**config.mk**
```make
export PLATFORM = sky130hd
export DESIGN_NAME = seq_detector_param
export DESIGN_NICKNAME = d
export VERILOG_FILES = /design/src/rtl/seq_detector_param.sv
export SDC_FILE = /design/constraint.sdc
export NUM_CORES = 1
export LEC_CHECK = 0
export BUFFER_PORTS_ARGS = -buffer_cell sky130_fd_sc_hd__clkbuf_2
export CORE_MARGIN = 2
export CORE_UTILIZATION = 40
export CTS_CLUSTER_SIZE = 10
export DETAILED_ROUTE_END_ITERATION = 6
export PLACE_DENSITY = 0.73
export SLEW_MARGIN = 20
export SYNTH_ARGS = -nofsm -noshare
export SYNTH_HDL_FRONTEND = slang
export SYNTH_SLANG_ARGS = --single-unit
```
**constraint.sdc**
```tcl
create_clock -name clk -period 3.3 [get_ports clk]
set_input_delay 0.66 -clock clk [delete_from_list [all_inputs] [get_ports clk]]
set_output_delay 0.66 -clock clk [all_outputs]
set_load 0.02 [all_outputs]
```
**src/rtl/seq_detector_param.sv**
```systemverilog
// Serial N-bit pattern detector with don't-care mask, build-time overlap mode and a saturating match counter.
// One-cycle latency from the completing bit to the y_out[0] pulse; all outputs are registered.
module seq_detector_param #(
  parameter int            N       = 4,
  parameter logic [N-1:0]  PATTERN = 4'b1011,
  parameter logic [N-1:0]  MASK    = {N{1'b1}},
  parameter bit            OVERLAP = 1'b1,
  parameter int            CNT_W   = 8,
  localparam int           FW      = $clog2(N+1)
) (
  input  logic             clk,
  input  logic             reset,
  input  logic             clear,
  input  logic             x_valid,
  input  logic             x_in,
  output logic [1:0]       y_out,
  output logic [CNT_W-1:0] match_count,
  output logic [FW-1:0]    fill
);

  logic [N-1:0]     window_q, window_d;
  logic [FW-1:0]    fill_q, fill_d;
  logic [CNT_W-1:0] count_q, count_d;
  logic [1:0]       y_q, y_d;
  logic [N-1:0]     nxt;
  logic             armed;
  logic             hit;

  assign nxt   = {window_q[N-2:0], x_in};
  // ARMED once N-1 bits are held: the next valid bit can complete a match.
  assign armed = (fill_q >= FW'(N-1));

  always_comb begin
    window_d = window_q;
    fill_d   = fill_q;
    count_d  = count_q;
    y_d      = y_q;
    hit      = 1'b0;
    if (clear) begin
      window_d = '0;
      fill_d   = '0;
      count_d  = '0;
      y_d      = 2'b00;
    end else if (x_valid) begin
      hit      = armed && (((nxt ^ PATTERN) & MASK) == '0);
      window_d = nxt;
      fill_d   = (fill_q == FW'(N)) ? fill_q : fill_q + FW'(1);
      y_d[0]   = hit;
      if (hit) begin
        y_d[1]  = 1'b1;
        count_d = (&count_q) ? count_q : count_q + CNT_W'(1);
        if (!OVERLAP) begin
          window_d = '0;
          fill_d   = '0;
        end
      end
    end else begin
      y_d[0] = 1'b0;
    end
  end

  always_ff @(posedge clk or negedge reset) begin
    if (!reset) begin
      window_q <= '0;
      fill_q   <= '0;
      count_q  <= '0;
      y_q      <= 2'b00;
    end else begin
      window_q <= window_d;
      fill_q   <= fill_d;
      count_q  <= count_d;
      y_q      <= y_d;
    end
  end

  assign y_out       = y_q;
  assign match_count = count_q;
  assign fill        = fill_q;

endmodule

```
==> metrics.md, run 1 <==
| Metric | Value |
|---|---|
| Fin crit share | 0.664 |
| Post-DP HPWL | 1.16 mm |
| Root Driver | clkbuf_4 |
| GP Congestion | 0.763 |
| Drt total wl | 1.60 mm |
| Max IR drop VDD | 0.205 mV |
| Critical path required time | 3.47 ns |
| Port-buffer cells | 17 |
| Final setup fails | 0 |
| Diodes inserted | 0 |
| Crit path kind | reg2reg |
| Area share of the largest cell type after synthesis | 0.483 |
| Setup TNS | 0 ns |
| Peak Freq | 456 MHz |
| FP Rows | 16 |
| Maxcap violations | 0 |
| Setup WS post-layout | 1.11 ns |
| #FFs+latches synth | 16 |
| Syn_nets | 99 |
| Top_reg_cell synth | dfrtp_1 |
| Worst slack at placement | 0.982 ns |
| Via/cell ratio | 5.21 |
| GR Util All Layers | 0.139 |
| Placed cells | 131 |
| Htree depth | 1 |
| PwrDens | 350 mW/mm2 |
| Worst skew pair latency | 0.27 ns |
| Hold slack | 0.294 ns |
| P_leak | 0.442 nW |
| Post-synth EDFFs | 0 |
| Pin count of the biggest net entering global routing | 17 |
| Drt first pass iters | 6 |
| Cts repair resizes | 0 |
| Post-Syn Area | 828 um2 |
| Relative slew slack | 0.697 |
| Area growth, synth to finish | 15.6% |
| Hold Path Class | in2async |
| Via count | 698 |
| Startpoint types | flip-flop |
| Initial drt markers | 13 |
| Crit path DAT | 2.36 ns |
| Ports | 18 |
| Clock buffer depth | 2 |
| Synth async-reset ratio | 1.00 |
| Share of layout cells above drive strength 1 | 0.187 |
| Clock-pin slew on the worst setup and hold paths | 0.09 ns |
| Number of global-route vias before repair | 641 |
| Initial core utilization | 0.422 |
| ANT nets after route | 0 |
| CP Launch Point | fill[0]$_DFFE_PN0P_ |
| CP max FO | 16 |
| Total global routing overflow | 0 |
| Routed length per instance | 11.9 um |
| Synth area leader | dfrtp_1 |
| Mapped Avg Cell Area | 9.20 um2 |
| Synth top cells by count | 16 x dfrtp_1, 10 x nand2_1, 9 x nor2_1 |
| Cts hold-fix bufs | 0 |
| Max Slew Vio Count | 0 |
| Post-CTS Setup Repair Bufs | 0 |
| Die H | 49.5 um |
| Most frequent cell after synthesis | dfrtp_1 |
| Core area | 0.00196 mm2 |
| Synth warnings | 0 |
| Clk sinks | 16 |
| Pwr Total | 0.335 mW |
| Cts bufs inserted | 3 |
| Die area | 0.00245 mm2 |
| RSZ-0062 raised after global routing | no |
| Initial antenna violation count | 0 |
| Die W | 49.5 um |
| Clk_skew | 0.00363 ns |
| Area contributors post-synth | dfrtp_1 48%, ha_1 6.0%, a21oi_1 4.8% |
| CTS tree | built |
| Fin nets | 118 |
| Post-synthesis cell type count | 24 |
| Non-Filler Instances | 134 |
| Sequential area share after synthesis | 0.483 |
| Synth Instances | 90 |
| Fin. Hold Viols | 0 |
| Drt drc | 0 |
| Status | finished, final reports clean |
| Critical R2R Launch | fill[0]$_DFFE_PN0P_ |
| Final period demand of the worst path | 2.19 ns |
| Slew @ Worst Pin | 0.454 ns |
| Global-route wire length before repair | 2.66 mm |
| Crit. End Element | flip-flop |
==> report_power, final <==
part / internal [mW] / switching (mW) / total [mW]
clock: 0.0422 / 0.0555 / 0.0977
combinational: 0.0116 / 0.0205 / 0.0321
sequential: 0.200 / 0.00460 / 0.205
total: 0.254 / 0.0807 / 0.335
==> registers in the layout, indices dropped and copies added, names as in the netlist <==
| name | flops |
|---|---|
| match_count | 8 |
| fill | 3 |
| window_q | 3 |
| y_out | 2 |
==> final timing paths <==
check / end / slack (ns) / cells past startpoint
hold reg to reg: y_out[1]$_DFFE_PN0P_ / 0.52 / 2
min in group clk: y_out[1]$_DFFE_PN0P_ / 0.52 / 2
max in group asynchronous: window_q[0]$_DFFE_PN0P_ / 2.73 / 1
hold / removal: match_count[7]$_DFFE_PN0P_ / 0.29 / 1
setup / recovery: match_count[6]$_DFFE_PN0P_ / 1.11 / 6
setup reg to reg: match_count[6]$_DFFE_PN0P_ / 1.11 / 6
==> worst max-delay path, stage by stage, from the launching register on <==
cell	delay, ns
dfrtp_1	0.44
ha_1	0.19
ha_1	0.15
a211oi_1	0.05
or3_1	0.53
or4_1	0.59
o211a_1	0.14
==> layout make-up <==
| type | instances | area [um2] |
|---|---|---|
| inverters | 8 | 30.0 |
| clock buffers | 3 | 22.5 |
| fillers | 211 | 1000 |
| well taps | 27 | 33.8 |
| multi-input cells | 63 | 385 |
| flip-flops and latches | 16 | 400 |
| repair buffers | 17 | 85.1 |
==> layout by cell type, fill, tap and decap left out <==
master    synthesis  routed
a21oi_1           8       8
or3_1             4       4
nand3b_1          1       1
or2b_1            1       1
nor2_1            9       9
nand4_1           1       1
nand3_1           3       3
mux2i_1           4       4
clkbuf_2          1      17
dfrtp_1          16      16
nand2_1          10      10
or4_1             3       3
clkbuf_4          0       3
o211a_1           1       1
a211oi_1          2       2
a21boi_0          1       1
o31ai_1           2       2
nor4_1            1       1
nor3_1            1       1
xnor2_1           1       1
inv_1             8       8
o21ai_0           5       5
ha_1              4       4
o21bai_1          1       1
==> layer usage <==
metal / vias to the layer above / track usage / share of wire / wire length [um]
met5: - / 0 / 0 / 0
met4: 0 / 0.0417 / 0.0050 / 8
met3: 2 / 0.0303 / 0.050 / 80
met2: 16 / 0.232 / 0.48 / 770
met1: 332 / 0.181 / 0.46 / 738
li1: 348 / - / - / -
==> cells by family after synthesis <==
kind of cell,share of synthesized area
xor+xnor,0.0106
fa+ha+maj,0.0604
buf+inv,0.0514
mux,0.0483
flops,0.483
compound gates,0.145
simple gates,0.201
==> through the flow <==
stage / cell area [um2] / utilization
after floorplan: 828 / -
after global placement: 935 / 0.476
after detailed placement: 935 / 0.476
after CTS: 957 / 0.488
after global routing: 957 / 0.488
final: 957 / 0.488
No activity file was read; power rests on OpenSTA's default activity.
==> inputs of run 2 (changes only) <==
==> constraint.sdc (replaced) <==
create_clock -name clk -period 2.1 [get_ports clk]
set_input_delay 0.42 -clock clk [delete_from_list [all_inputs] [get_ports clk]]
set_output_delay 0.42 -clock clk [all_outputs]
set_load 0.02 [all_outputs]
==> run 2 against run 1 <==
Clock-buffer cell count increased by 1. Clock power increased by 120%. Die area unchanged. Flip-flop and latch count unchanged. Cell count increased by 3.0%. Sequential share of layout area decreased by 1.7 points. Combinational power increased by 83%. Clock skew increased by 0.00093 ns. Sequential power increased by 56%. Critical path type unchanged.
==> metrics.md, run 2 (synthesis gave the netlist of run 1 again) <==
| Metric | Value |
|---|---|
| Status | finished, final reports clean |
| Fin nets | 121 |
| Maxcap violations | 0 |
| Placed cell areas | 957 um2 |
| ANT nets after route | 0 |
| Die W | 49.5 um |
| Most frequent cells in the layout | 17 x clkbuf_2, 16 x dfrtp_1, 10 x nand2_1 |
| Max IR drop VDD | 0.464 mV |
| Number of global-route vias before repair | 741 |
| Worst skew pair latency | 0.29 ns |
| Clock-pin slew on the worst setup and hold paths | 0.10 ns |
| Clock buffer depth | 2 |
| Fin crit share | 0.921 |
| Total global routing overflow | 0 |
| R2r endpoint | match_count[6]$_DFFE_PN0P_ |
| FP Rows | 16 |
| Most common cell after layout, fill and taps aside | clkbuf_2 |
| Drt first pass iters | 3 |
| Reg2Reg Depth | 6 |
| Via count | 707 |
| Root Driver | clkbuf_4 |
| Crit path kind | reg2reg |
| Initial antenna violation count | 0 |
| Cts bufs inserted | 3 |
| Max FFs per register | 8 |
| Clk_skew | 0.00456 ns |
| Reg2Reg Setup Slack | 0.17 ns |
| Pin count of the biggest net entering global routing | 17 |
| Port-buffer cells | 17 |
| Final period demand of the worst path | 1.93 ns |
| PwrDens | 593 mW/mm2 |
| Area growth, synth to finish | 20.5% |
| Final core occ | 0.509 |
| CP max FO | 12 |
| Die H | 49.5 um |
| GR Util All Layers | 0.167 |
| Setup TNS | 0 ns |
| P_leak | 0.465 nW |
| Cts repair resizes | 0 |
| RSZ-0062 raised after global routing | no |
| Core area | 0.00196 mm2 |
| Htree depth | 1 |
| Max Slew Vio Count | 0 |
| CP Launch Point | fill[1]$_DFFE_PN0P_ |
| Global-route wire length before repair | 3.19 mm |
| GP Congestion | 0.762 |
| Critical R2R Launch | fill[1]$_DFFE_PN0P_ |
| Final setup fails | 0 |
| Drt drc | 0 |
| Via/cell ratio | 5.12 |
| Post-CTS Setup Repair Bufs | 0 |
| Post-DP HPWL | 1.26 mm |
| Critical path required time | 2.29 ns |
| Diodes inserted | 0 |
| Hold Path Class | in2async |
| Slew @ Worst Pin | 0.403 ns |
| Drt total wl | 1.76 mm |
| Fin. Hold Viols | 0 |
| Share of layout cells above drive strength 1 | 0.225 |
| Initial drt markers | 15 |
| Clk sinks | 16 |
| Crit path DAT | 2.12 ns |
| Routed length per instance | 12.7 um |
| Pwr Total | 0.592 mW |
| Fin area | 998 um2 |
| Startpoint types | flip-flop |
| CTS tree | built |
| Die area | 0.00245 mm2 |
| Cts hold-fix bufs | 0 |
| Crit. End Element | flip-flop |
| Ports | 18 |
| Initial core utilization | 0.422 |
| Relative slew slack | 0.729 |
| Critical Path End | match_count[6]$_DFFE_PN0P_ |
| Peak Freq | 517 MHz |
## run 2: power breakdown
group          internal [mW]  total [mW]  switching (mW)
Combinational         0.0225      0.0587          0.0362
Clock                  0.106       0.213           0.108
Sequential             0.315       0.320         0.00537
Total                  0.443       0.592           0.149
## run 2: per-layer routing
layer	part of all wire	vias to the layer above	global-route usage	wire length, um
met4	0.0057	0	0.0417	10
met5	0	-	0	0
met2	0.47	20	0.275	823
met3	0.060	2	0.0485	105
li1	-	356	-	-
met1	0.46	329	0.217	816
## run 2: per-stage QoR
stage               hold WS, ns  setup WS, ns  cells
CTS                      0.0395        0.0426    138
global placement          0.364         0.151    134
detailed placement        0.367        0.0634    134
floorplan                 0.124        0.0625     90
finish                   0.0264         0.167    138
global route             0.0484        0.0620    138
## run 2: worst max-delay path, cell delays in order (launching register included)
cell,delay [ns]
dfrtp_1,0.41
ha_1,0.17
ha_1,0.14
a211oi_1,0.04
or3_4,0.40
or4_1,0.54
o211a_1,0.14
## run 2: final cells by class
type / count / area [um2]
Tap cell: 27 / 33.8
Sequential cell: 16 / 400
Inverter: 8 / 30.0
Multi-Input combinational cell: 63 / 390
Fill cell: 204 / 963
Clock buffer: 4 / 36.3
Timing Repair Buffer: 20 / 108
## run 2: worst min path at each step
stage	from	endpoint	slack (ns)	cells past startpoint
4_1_cts	reset	match_count[5]$_DFFE_PN0P_	0.04	1
6_report	reset	y_out[1]$_DFFE_PN0P_	0.03	1
5_1_grt	reset	y_out[1]$_DFFE_PN0P_	0.05	1
3_3_place_gp	reset	match_count[7]$_DFFE_PN0P_	0.36	1
2_1_floorplan	reset	fill[0]$_DFFE_PN0P_	0.12	0
3_5_place_dp	reset	match_count[7]$_DFFE_PN0P_	0.37	1
==> inputs of run 3 (changes only) <==
--- a/config.mk
+++ b/config.mk
@@ -7,10 +7,9 @@
 export LEC_CHECK = 0
 export BUFFER_PORTS_ARGS = -buffer_cell sky130_fd_sc_hd__clkbuf_2
 export CORE_MARGIN = 2
-export CORE_UTILIZATION = 40
-export CTS_CLUSTER_SIZE = 10
+export CORE_UTILIZATION = 41
 export DETAILED_ROUTE_END_ITERATION = 6
-export PLACE_DENSITY = 0.73
+export PLACE_DENSITY = 0.74
 export SLEW_MARGIN = 20
 export SYNTH_ARGS = -nofsm -noshare
 export SYNTH_HDL_FRONTEND = slang
==> run 3 against run 2 <==
Clock skew about the same. Global-route usage decreased by 0.90 points. Critical path depth unchanged. Non-clock buffer count unchanged. Via count increased by 1.3%. Sequential power about the same.
==> metrics.md, run 3 (synthesis gave the netlist of run 1 again) <==
| Metric | Value |
|---|---|
| Crit path cell chain | ha_1 > ha_1 > a211oi_1 > or3_4 > or4_1 > o211a_1 |
| Global-route wire length before repair | 2.92 mm |
| Area growth, synth to finish | 18.9% |
| Max FFs per register | 8 |
| Crit. End Element | flip-flop |
| Critical Path Max Stage Delay | 0.54 ns |
| Hold slack | 0.0355 ns |
| ANT nets after route | 0 |
| Maxcap violations | 0 |
| Fin. Hold Viols | 0 |
| Pwr Total | 0.536 mW |
| Die area | 0.00240 mm2 |
| Met1 global-route usage | 0.198 |
| Critical path required time | 2.28 ns |
| P_leak | 0.457 nW |
| CTS tree | built |
| Drt first pass iters | 4 |
| PwrDens | 544 mW/mm2 |
| Final setup fails | 0 |
| Max Slew Vio Count | 0 |
| Pin count of the biggest net entering global routing | 17 |
| Initial drt markers | 18 |
| Final period demand of the worst path | 1.92 ns |
| Slew @ Worst Pin | 0.383 ns |
| Fill count | 193 |
| GR Util All Layers | 0.158 |
| Share of layout cells above drive strength 1 | 0.218 |
| Initial antenna violation count | 0 |
| Cts bufs inserted | 3 |
| Via/cell ratio | 5.23 |
| Worst path slowest cell | or4_1 |
| Startpoint types | flip-flop |
| Most frequent cells in the layout | 17 x clkbuf_2, 16 x dfrtp_1, 10 x nand2_1 |
| Register Area | 400 um2 |
| Fin nets | 121 |
| Crit path DAT | 2.10 ns |
| Worst slack at placement | 0.138 ns |
| Clock-pin slew on the worst setup and hold paths | 0.09 ns |
| Port-buffer cells | 17 |
| Status | finished, final reports clean |
| Diodes inserted | 0 |
| Max IR drop VDD | 0.371 mV |
| Die W | 48.9 um |
| Number of global-route vias before repair | 670 |
| RSZ-0062 raised after global routing | no |
| GP Congestion | 0.792 |
| Grt met2 use | 0.267 |
| Fin crit share | 0.912 |
| Ports | 18 |
| Cts hold-fix bufs | 0 |
| CP max FO | 8 |
| Cts repair resizes | 0 |
| Core area | 0.00194 mm2 |
| Clock buffer depth | 2 |
| Drt drc | 0 |
| Multi-input gate area | 390 um2 |
| Clk_skew | 0.00468 ns |
| Root Driver | clkbuf_4 |
| Via count | 716 |
| Hold Path Class | in2async |
| Setup TNS | 0 ns |
| Routed length per instance | 12.4 um |
| FP Rows | 16 |
| Clk sinks | 16 |
| Post-CTS Setup Repair Bufs | 0 |
| Post-DP HPWL | 1.28 mm |
| Met3 global-route usage | 0.0276 |
| Relative slew slack | 0.745 |
| Initial core utilization | 0.427 |
| Worst skew pair latency | 0.28 ns |
| Drt total wl | 1.70 mm |
| Total global routing overflow | 0 |
| Global routing's busiest layer | met2 |
| Htree depth | 1 |
| Top cell by count, worst path | ha_1 |
| Peak Freq | 522 MHz |
| Crit path kind | reg2reg |
| Die H | 48.9 um |
| Setup WS post-layout | 0.184 ns |
| Most common cell after layout, fill and taps aside | clkbuf_2 |
run 3: through the flow:
step / util / area [um2] / instances
global route: 0.507 / 985 / 137
CTS: 0.505 / 980 / 137
global placement: 0.493 / 957 / 134
floorplan: - / 828 / 90
detailed placement: 0.493 / 957 / 134
finish: 0.507 / 985 / 137
run 3: final cells by class:
cell class	count	share of cell area
multi-input combinational	63	0.396
tap	27	0.0343
clock buffer	3	0.0229
timing repair buffer	20	0.109
sequential	16	0.407
inverter	8	0.0305
run 3: per-layer routing:
metal	vias to the layer above	share of wire
met4	0	0.015
met5	-	0
li1	358	-
met3	4	0.034
met1	339	0.45
met2	15	0.50
run 3: where the power goes:
group	internal (mW)	switching [mW]
sequential	0.315	0.00563
combinational	0.0215	0.0362
clock	0.0666	0.0911
run 3: critical path, delay by kind of cell, from the launching register on:
family	cells	cell delay, ns
AND/OR/NAND/NOR	2	0.92
flip-flops	1	0.40
adder cells (fa/ha/maj)	2	0.31
AO/OA/AOI/OAI	2	0.19
run 3: final timing paths:
kind                            slack (ns)                    endpoint            startpoint  cells after the start
worst min-delay path                  0.04  match_count[7]$_DFFE_PN0P_                 reset                      1
worst max-delay path                  0.18  match_count[6]$_DFFE_PN0P_   fill[1]$_DFFE_PN0P_                      6
worst min register to register        0.53        y_out[1]$_DFFE_PN0P_  y_out[1]$_DFFE_PN0P_                      2
max in group asynchronous             1.79     window_q[2]$_DFFE_PN0P_                 reset                      1
worst max register to register        0.18  match_count[6]$_DFFE_PN0P_   fill[1]$_DFFE_PN0P_                      6
min in group clk                      0.41     window_q[0]$_DFFE_PN0P_                  x_in                      3
